## src/rtl/difftest_commit_queue_pkg.sv

```systemverilog
// difftest_commit_queue_pkg: commit-record field widths and trap opcode shared with the simulation top
package difftest_commit_queue_pkg;
    localparam logic [6:0] TRAP_OPCODE = 7'h6b;
    localparam int INST_W = 32;
    localparam int WDEST_W = 5;
    localparam int CMT_WDEST_W = 8;
    function automatic logic is_trap(input logic [6:0] opcode);
        return opcode == TRAP_OPCODE;
    endfunction
endpackage

```

## src/rtl/commit_lane_pack.sv

```systemverilog
// commit_lane_pack: prefix-sum compaction of retire lanes with trap-lane masking
//   opcode    : per-lane inst[6:0]
//   valid     : per-lane retire valid
//   keep      : lanes that are actually enqueued (lanes above a trap are dropped)
//   offset    : per-lane slot offset from the write pointer
//   count     : number of kept lanes
//   trap_hit  : a kept lane carries the trap opcode
//   trap_lane : index of that lane
module commit_lane_pack
    import difftest_commit_queue_pkg::*;
#(
    parameter int COMMIT_W = 2,
    parameter int OW = $clog2(COMMIT_W) + 1
) (
    input  logic [COMMIT_W-1:0]    valid,
    input  logic [COMMIT_W*7-1:0]  opcode,
    output logic [COMMIT_W-1:0]    keep,
    output logic [COMMIT_W*OW-1:0] offset,
    output logic [OW-1:0]          count,
    output logic                   trap_hit,
    output logic [OW-1:0]          trap_lane
);
    always_comb begin
        keep = '0;
        offset = '0;
        count = '0;
        trap_hit = 1'b0;
        trap_lane = '0;
        for (int i = 0; i < COMMIT_W; i++) begin
            keep[i] = valid[i] && !trap_hit;
            offset[i*OW +: OW] = count;
            if (keep[i]) begin
                count = count + OW'(1);
                if (is_trap(opcode[i*7 +: 7])) begin
                    trap_hit = 1'b1;
                    trap_lane = OW'(i);
                end
            end
        end
    end
endmodule

```

## src/rtl/difftest_commit_queue.sv

```systemverilog
// difftest_commit_queue: program-order commit buffer between retire and the difftest commit/trap channels
//   in_*              : up to COMMIT_W retire records per cycle, accepted only when in_ready
//   drain_en          : allow up to COMMIT_W oldest records onto the registered cmt_* lanes
//   trap_*            : sticky trap status, code taken from a0 at trap enqueue
//   cycle_cnt/instr_cnt : counters that freeze once the trap commits
//   overflow          : sticky, a valid retire group was dropped
module difftest_commit_queue
    import difftest_commit_queue_pkg::*;
#(
    parameter int XLEN = 64,
    parameter int DEPTH = 8,
    parameter int COMMIT_W = 2
) (
    input  logic                            clock,
    input  logic                            reset_n,
    input  logic [COMMIT_W-1:0]             in_valid,
    input  logic [COMMIT_W*XLEN-1:0]        in_pc,
    input  logic [COMMIT_W*INST_W-1:0]      in_inst,
    input  logic [COMMIT_W-1:0]             in_wen,
    input  logic [COMMIT_W*WDEST_W-1:0]     in_wdest,
    input  logic [COMMIT_W*XLEN-1:0]        in_wdata,
    input  logic [COMMIT_W-1:0]             in_skip,
    input  logic [XLEN-1:0]                 a0_value,
    output logic                            in_ready,
    input  logic                            drain_en,
    output logic [COMMIT_W-1:0]             cmt_valid,
    output logic [COMMIT_W-1:0]             cmt_wen,
    output logic [COMMIT_W-1:0]             cmt_skip,
    output logic [COMMIT_W*XLEN-1:0]        cmt_pc,
    output logic [COMMIT_W*XLEN-1:0]        cmt_wdata,
    output logic [COMMIT_W*INST_W-1:0]      cmt_inst,
    output logic [COMMIT_W*CMT_WDEST_W-1:0] cmt_wdest,
    output logic                            trap_valid,
    output logic [7:0]                      trap_code,
    output logic [XLEN-1:0]                 trap_pc,
    output logic [63:0]                     cycle_cnt,
    output logic [63:0]                     instr_cnt,
    output logic                            overflow
);
    localparam int AW = $clog2(DEPTH);
    localparam int PW = AW + 1;
    localparam int OW = $clog2(COMMIT_W) + 1;

    logic [XLEN-1:0]    q_pc    [DEPTH];
    logic [XLEN-1:0]    q_wdata [DEPTH];
    logic [INST_W-1:0]  q_inst  [DEPTH];
    logic [WDEST_W-1:0] q_wdest [DEPTH];
    logic               q_wen   [DEPTH];
    logic               q_skip  [DEPTH];

    logic [PW-1:0] wptr, rptr, occ, deq_n;
    logic [AW-1:0] wslot [COMMIT_W];
    logic [AW-1:0] rslot [COMMIT_W];
    logic [COMMIT_W*7-1:0] opcode;
    logic [COMMIT_W-1:0] keep;
    logic [COMMIT_W*OW-1:0] offset;
    logic [OW-1:0] count, trap_lane;
    logic trap_hit, trap_seen, enq;
    logic unused_a0;

    assign unused_a0 = ^a0_value[XLEN-1:8];
    assign occ = wptr - rptr;
    // Only free space before this edge's dequeue counts; a trap in the queue closes it for good.
    assign in_ready = !trap_seen && (PW'(DEPTH) - occ >= PW'(COMMIT_W));
    assign enq = in_ready && |in_valid;
    assign deq_n = !drain_en ? '0 : (occ < PW'(COMMIT_W)) ? occ : PW'(COMMIT_W);

    always_comb begin
        opcode = '0;
        wslot = '{default: '0};
        rslot = '{default: '0};
        for (int i = 0; i < COMMIT_W; i++) begin
            opcode[i*7 +: 7] = in_inst[i*INST_W +: 7];
            wslot[i] = wptr[AW-1:0] + AW'(offset[i*OW +: OW]);
            rslot[i] = rptr[AW-1:0] + AW'(i);
        end
    end

    commit_lane_pack #(.COMMIT_W(COMMIT_W)) u_pack (
        .valid(in_valid),
        .opcode(opcode),
        .keep(keep),
        .offset(offset),
        .count(count),
        .trap_hit(trap_hit),
        .trap_lane(trap_lane)
    );

    always_ff @(posedge clock) begin
        if (enq) begin
            for (int i = 0; i < COMMIT_W; i++) begin
                if (keep[i]) begin
                    q_pc[wslot[i]] <= in_pc[i*XLEN +: XLEN];
                    q_wdata[wslot[i]] <= in_wdata[i*XLEN +: XLEN];
                    q_inst[wslot[i]] <= in_inst[i*INST_W +: INST_W];
                    q_wdest[wslot[i]] <= in_wdest[i*WDEST_W +: WDEST_W];
                    q_wen[wslot[i]] <= in_wen[i];
                    q_skip[wslot[i]] <= in_skip[i];
                end
            end
        end
    end

    always_ff @(posedge clock or negedge reset_n) begin
        if (!reset_n) begin
            wptr <= '0;
            rptr <= '0;
            trap_seen <= 1'b0;
            trap_valid <= 1'b0;
            trap_code <= '0;
            trap_pc <= '0;
            overflow <= 1'b0;
            cycle_cnt <= '0;
            instr_cnt <= '0;
            cmt_valid <= '0;
            cmt_wen <= '0;
            cmt_skip <= '0;
            cmt_pc <= '0;
            cmt_wdata <= '0;
            cmt_inst <= '0;
            cmt_wdest <= '0;
        end else begin
            if (enq) begin
                wptr <= wptr + PW'(count);
                if (trap_hit) begin
                    trap_seen <= 1'b1;
                    trap_code <= a0_value[7:0];
                    trap_pc <= in_pc[int'(trap_lane)*XLEN +: XLEN];
                end
            end
            if (|in_valid && !in_ready && !trap_seen)
                overflow <= 1'b1;
            rptr <= rptr + deq_n;
            for (int j = 0; j < COMMIT_W; j++) begin
                cmt_valid[j] <= PW'(j) < deq_n;
                if (PW'(j) < deq_n) begin
                    cmt_pc[j*XLEN +: XLEN] <= q_pc[rslot[j]];
                    cmt_wdata[j*XLEN +: XLEN] <= q_wdata[rslot[j]];
                    cmt_inst[j*INST_W +: INST_W] <= q_inst[rslot[j]];
                    cmt_wdest[j*CMT_WDEST_W +: CMT_WDEST_W] <= {{(CMT_WDEST_W-WDEST_W){1'b0}}, q_wdest[rslot[j]]};
                    cmt_wen[j] <= q_wen[rslot[j]];
                    cmt_skip[j] <= q_skip[rslot[j]];
                end
            end
            // Nothing enters after the trap, so it is the youngest entry: it commits when the queue drains empty.
            if (trap_seen && deq_n != '0 && rptr + deq_n == wptr)
                trap_valid <= 1'b1;
            if (!trap_valid) begin
                cycle_cnt <= cycle_cnt + 64'd1;
                instr_cnt <= instr_cnt + 64'(deq_n);
            end
        end
    end
endmodule
```

## config.mk

```make
export PLATFORM = sky130hd
export DESIGN_NAME = difftest_commit_queue
export DESIGN_NICKNAME = d
export VERILOG_FILES = /design/src/rtl/difftest_commit_queue_pkg.sv /design/src/rtl/commit_lane_pack.sv /design/src/rtl/difftest_commit_queue.sv
export SDC_FILE = /design/constraint.sdc
export NUM_CORES = 2
export LEC_CHECK = 0
export BUFFER_PORTS_ARGS = -buffer_cell sky130_fd_sc_hd__buf_2
export CAP_MARGIN = 20
export CORE_MARGIN = 8
export CORE_UTILIZATION = 34
export DETAILED_ROUTE_END_ITERATION = 7
export GPL_TIMING_DRIVEN = 0
export PLACE_DENSITY = 0.49
export SLEW_MARGIN = 20
export SYNTH_ARGS = -nofsm -noshare
export SYNTH_HDL_FRONTEND = slang
export SYNTH_SLANG_ARGS = --single-unit
```

## constraint.sdc

```tcl
create_clock -name clock -period 33.3 [get_ports clock]
set_input_delay 3.33 -clock clock [delete_from_list [all_inputs] [get_ports clock]]
set_output_delay 3.33 -clock clock [all_outputs]
set_load 0.03 [all_outputs]
```

Yosys cells after proc, flatten, opt, wreduce, memory -nomap -nowiden
Memory sizes are Yosys's and may differ from the RTL's. A register that Yosys moved wholly into a read port is not among the register bits. Cells that the tools add are included.

Bits in registers: 213. Latch bits: 0. Bits in read-only memories: 0. Bits in writable memories: 1336. Memories: 6. Word-level logic and storage cells: 74.

Memory list: q_pc (words 8, bits a word 64, rd ports 2, clocked after Yosys merged registers in 2, write ports 2, RTL line difftest_commit_queue.sv:44) `logic [XLEN-1:0] q_pc [DEPTH];`; q_wdata (words 8, bits a word 64, rd ports 2, clocked after Yosys merged registers in 2, write ports 2, RTL line difftest_commit_queue.sv:45) `logic [XLEN-1:0] q_wdata [DEPTH];`; q_inst (words 8, bits a word 32, rd ports 2, clocked after Yosys merged registers in 2, write ports 2, RTL line difftest_commit_queue.sv:46) `logic [INST_W-1:0] q_inst [DEPTH];`; q_wdest (words 8, bits a word 5, rd ports 2, clocked after Yosys merged registers in 2, write ports 2, RTL line difftest_commit_queue.sv:47) `logic [WDEST_W-1:0] q_wdest [DEPTH];`; q_skip (words 8, bits a word 1, rd ports 2, clocked after Yosys merged registers in 2, write ports 2, RTL line difftest_commit_queue.sv:49) `logic q_skip [DEPTH];`; q_wen (words 8, bits a word 1, rd ports 2, clocked after Yosys merged registers in 2, write ports 2, RTL line difftest_commit_queue.sv:48) `logic q_wen [DEPTH];`.

Multipliers: 0. Multiplexer cells: 16. Bitwise gates (word level): 0. Order comparisons: 4. $add $sub $neg: 9. Divide/modulo/power cells: 0. Equal/unequal tests: 3. Reduce and logical (&&, ||, !) cells: 25. Shift operators: 1.

Operators with widths (count): $shiftx 128x9->64 (1); $add 64x1->64 const B (1); $add 64x4->64 (1); $logic_not 1->1 (15); $eq 7x7->1 const B (2); $mux 1 (12); $lt 1x4->1 const A (2); $mux 4 (2); $logic_and 1x1->1 (7); $add 4x2->4 (1); $add 4x4->4 (1); $eq 4x4->1 (1); $ge 4x2->1 const B (1); $lt 4x2->1 const B (1); $mux 2 (2); $reduce_bool 4->1 (1); $sub 4x4->4 (1); $sub 4x4->4 const A (1); $add 3x1->3 const B (1); $add 3x2->3 (1); $add 2x1->2 const B (1); $reduce_and 2->1 (1); $reduce_or 2->1 (1).

Longest topological paths before layout
Word-level depth: 8. Mapped depth: 21. Gate-level depth less buffers: 16.

Modules after synthesis
A second synthesis with hierarchy kept.

Cell total of the unflattened synthesis: 6021. Area, all modules: 98938.6 um2.

By module, submodules not included: difftest_commit_queue (sequential area each 53806.6 um2, area an instance 98803.5 um2, instances 1, cells an instance 6001); commit_lane_pack (sequential area each 0.0 um2, area an instance 135.1 um2, instances 1, cells an instance 20).

Worst setup path before layout
OpenSTA, ideal clock, no wires.

Kind: input -> register. Start: input port in_valid[0]. End: memory q_inst[5][0], enable pin. Setup slack: 21.370 ns. Cell stages on the path: 5. Path buffers: 0. Arrival: 11.234 ns. Library setup time: 0.696 ns. Cell sequence: ha_1 ha_1 nand3b_1 o32a_1 nor2_1.

RTL lines: from (decl) (RTL line difftest_commit_queue.sv:16) `input logic [COMMIT_W-1:0] in_valid,`; to (decl) (RTL line difftest_commit_queue.sv:46).

Worst setup path after layout
Start: register rptr[1]. End: output port in_ready.

Cells in the longest elaborated chain, start to end: 4.

RTL lines: from (decl) (RTL line difftest_commit_queue.sv:51) `logic [PW-1:0] wptr, rptr, occ, deq_n;`; from (signal assigned) (RTL line difftest_commit_queue.sv:133) `rptr <= rptr + deq_n;`; $sub 4x4->4 (RTL line difftest_commit_queue.sv:62) `assign occ = wptr - rptr;`; $sub 4x4->4 (RTL line difftest_commit_queue.sv:64) `assign in_ready = !trap_seen && (PW'(DEPTH) - occ >= PW'(COMMIT_W));`; $ge 4x2->1 (RTL line difftest_commit_queue.sv:64); $logic_and 1x1->1 (RTL line difftest_commit_queue.sv:64); to (decl) (RTL line difftest_commit_queue.sv:24) `output logic in_ready,`.

No other way between the ends.

==> summary.md <==
Yosys mapped a number of flops with a built-in enable equal to 1336. In this run the most critical hold path is launched from instr_cnt[63]. Worst hold path class: register to register.

The longest individual stage delay on the worst path works out to 0.82 ns. Synthesis produced 6189 cells. The fraction of layout instances using a drive strength above 1 is 47.4%.

The H-tree was split into 4 levels. Yosys attributes the largest share of cell area to sky130_fd_sc_hd__edfxtp_1 (41%), sky130_fd_sc_hd__mux4_2 (15%), sky130_fd_sc_hd__dfrtp_1 (14%). The run gives 97.4 MHz as the maximum clock frequency. Setup repair after global routing left no endpoint under its margin. The worst setup path is launched from a register.

The maximum root-to-sink buffer count is 4. The number of stages on the worst hold path works out to 1. The initial utilization of the core area, before any placement, comes to 34.2%.

In this design, the critical path's most frequently occurring cell is sky130_fd_sc_hd__inv_1. The placer's final routability congestion estimate is 0.788. The areal power density over the cells is 117 nW/µm². The most used flip-flop cell after synthesis was sky130_fd_sc_hd__edfxtp_1. Measured on the finished design, the core utilization comes to 41.2%. Along the worst path, the maximum fanout reaches 10. Static leakage: 45.8 nW.

By startpoint and endpoint, the worst setup path is classified as register to primary output. The via density per instance is 5.62. The post-cts sizing count is 0, and the total instance count after detailed placement is 11005. The accumulated negative setup slack was 0 ns. The logs give 24.8% for the global-route usage over all layers and 0 for the number of slew-limit violations in the final report. The final layout contains routed wiring with a total length of 395 mm. The count of buffers added on input and output ports is 885. The first routing iteration left 6198 violations.

The cell area that synthesis handed to floorplanning was 98700 µm². The number of cells on the worst reg-to-reg path is 21. Compared with the post-synthesis result, the final layout area differs by 20.4%. The run gives 86 as the largest net degree at the start of global routing.

On the final layout, the worst hold slack is 0.468 ns. The number of placement rows is 197. Half-perimeter wire length of the detailed placement result: 285 mm.

STA puts the critical path data arrival time at 6.94 ns. STA classifies the critical path endpoint as a primary output. The tools report the final net count as 7883.

VDD sags by at most 0.0612 mV. Final hold violation count: 0. In this run the critical register-to-register path is launched from rptr[1].

The mean instance size in the synthesized netlist works out to 15.9 µm². The run gives 542 mm as the global-route wire length before repair. Of all flip-flops after synthesis, the portion carrying an async set or reset was 29.0%. After clock tree synthesis, the clock-pin slew on the worst setup and hold paths is 0.06 ns. The run gives 288000 µm² as the area inside the core boundary. Before antenna repair, the detailed router went through 5 iterations.

After detailed routing, the average wire length per cell comes to 34.3 µm. For the number of unique standard cell types used by synthesis, the log shows 51. The chip height was 555 µm; the number of synthesis warnings was 0. TritonCTS built the clock tree. For this run the aggregate overflow at the end of global routing stands at 0. The number of setup violations in the final report is 0.

Tracing the worst setup path back leads to its startpoint at rptr[1]. The die width is 555 µm, and the floorplan die area is 308000 µm². The clock root buffer is sky130_fd_sc_hd__clkbuf_16.

The final critical-path required period came out at 10.27 ns. The highest-delay cell along the critical path was sky130_fd_sc_hd__clkbuf_1. The tools report the CTS buffer count as 228. At the later pin of the worst-skew pair, clock insertion delay measures 0.91 ns. The logs give 66677 for the number of global-route vias before repair and 23.1% for the headroom to the max-slew limit. The logs give 142 for the number of antenna violations at the first check in global routing and 0 for the post-CTS setup buffer count.

The worst register-to-register path has a setup slack of 24.45 ns. The count of nets left with antenna violations once routing finished came out at 0. The total via count in the routed design is 64693. The slew at the pin with the worst max-slew slack is 1.15 ns, and the number of placed I/O pins is 948. Share of Yosys cell area claimed by the top area cell type: 40.7%.

The synthesized design contains 1883 register bits. The post-synthesis cell type with the largest combined area is sky130_fd_sc_hd__edfxtp_1. The run gives 0 as the cts-stage hold buffer count. Counting instances in the post-synthesis netlist gives the leading cell types as sky130_fd_sc_hd__edfxtp_1 (1336), sky130_fd_sc_hd__mux2_2 (867), sky130_fd_sc_hd__mux4_2 (668).

STA puts the critical path data required time at 29.97 ns. Across the run, the number of max-cap violations was 0. Among all cell types in the netlist, the one instantiated most often is sky130_fd_sc_hd__edfxtp_1. Walking the worst path, the cells encountered are clkbuf_2 > clkbuf_2 > clkbuf_1 > inv_1 > fa_1 > inv_1 > ha_1 > or2_2 > a221oi_1 > nor2b_1 > nand2b_1 > clkbuf_1 > inv_1 > buf_2. For the sequential share of the synthesized area, the log shows 54.5%. In the finished design, the share of the clock period the worst path needs comes to 30.8%. The flow ran to the end, and the final reports show no timing, DRC or antenna violations. For the sink count of the clock tree, the log shows 1883. The layout has 26594 filler cells. Between clock sinks in the finished design, the worst skew comes to 0.0422 ns. After detailed routing, the number of remaining DRC violations is 0. Leaving out filler cells and counting taps, the final layout contains 11513.
## worst paths after layout
check / to
max: in_ready
min: instr_cnt[63]
max reg2reg: instr_cnt[45]
min reg2reg: instr_cnt[63]
max in group asynchronous: cmt_pc[54]
min in group asynchronous: cmt_wdata[44]
## flip-flops by register name, indices dropped and copies added (netlist names), 2 cells and up
signal,flops
q_wdest,40
cmt_valid,2
q_skip,8
q_inst,256
cmt_wen,2
q_wdata,512
cmt_inst,64
instr_cnt,64
trap_pc,64
q_wen,8
cmt_wdata,128
wptr,4
q_pc,512
cmt_skip,2
cmt_wdest,10
trap_code,8
cmt_pc,128
rptr,4
cycle_cnt,64
## critical path, delay by kind of cell, from the launching register on
family | cells | cell delay [ns]
buffers and inverters | 8 | 3.75
adders and majority gates | 2 | 0.79
and+or+nand+nor | 3 | 0.53
AOI/OAI and AO/OA | 1 | 0.50
DFF | 1 | 0.46
## layout by cell type (no fill, tap or decap), drive strengths merged, types with 19 or more instances in the layout
| master | n |
|---|---|
| buf | 1268 |
| and3 | 22 |
| xnor2 | 82 |
| edfxtp | 1336 |
| mux2i | 167 |
| o22ai | 64 |
| nand4 | 26 |
| mux4 | 668 |
| a2bb2oi | 64 |
| nand2 | 560 |
| clkinv | 54 |
| xor2 | 56 |
| inv | 29 |
| a31oi | 172 |
| mux2 | 1347 |
| ha | 19 |
| diode | 77 |
| nand3 | 57 |
| o21ai | 173 |
| clkbuf | 598 |
| nor2 | 221 |
| nor3 | 24 |
| dfrtp | 547 |
## cell families after synthesis
family / synth area share, %
buf+inv: 2.51
compound gates: 3.09
xor+xnor: 1.23
other cells: 0.00380
fa+ha+maj: 0.322
flops: 54.5
mux: 34.1
simple gates: 4.17
## cell type report
class                   count  area, µm²  area share [%]
inverters                  23       86.3          0.0727
multi-input cells        3816      42500            35.8
repair buffers           1030       7760            6.54
clock inverters            67        527           0.444
flip-flops and latches   1883      53800            45.3
clock buffers             361       6630            5.58
plain buffers             475       2510            2.11
diodes                     77        193           0.162
well taps                3781       4730            3.98
## through the flow
stage               setup WS [ns]  area (µm²)  power (mW)
floorplan                   21.37       98700        8.42
global placement             8.89      108000        11.4
detailed placement          23.74      111000        11.5
CTS                         22.78      119000        14.0
global route                22.66      119000        14.4
finish                      23.03      119000        13.8
## routing by layer
metal,track usage [%],wire length (µm),vias to the layer above
met5,0,469,-
met4,8.92,14900,74
met3,7.21,36400,580
li1,-,-,27129
met1,31.7,158000,34217
met2,40.1,185000,2693
## report_power, final
group	total, mW	switching (mW)	internal [mW]
logic	7.28	4.35	2.93
registers	4.13	0.492	3.63
clock network	2.44	1.04	1.40
total	13.8	5.88	7.96
No activity file was read; power rests on OpenSTA's default activity.
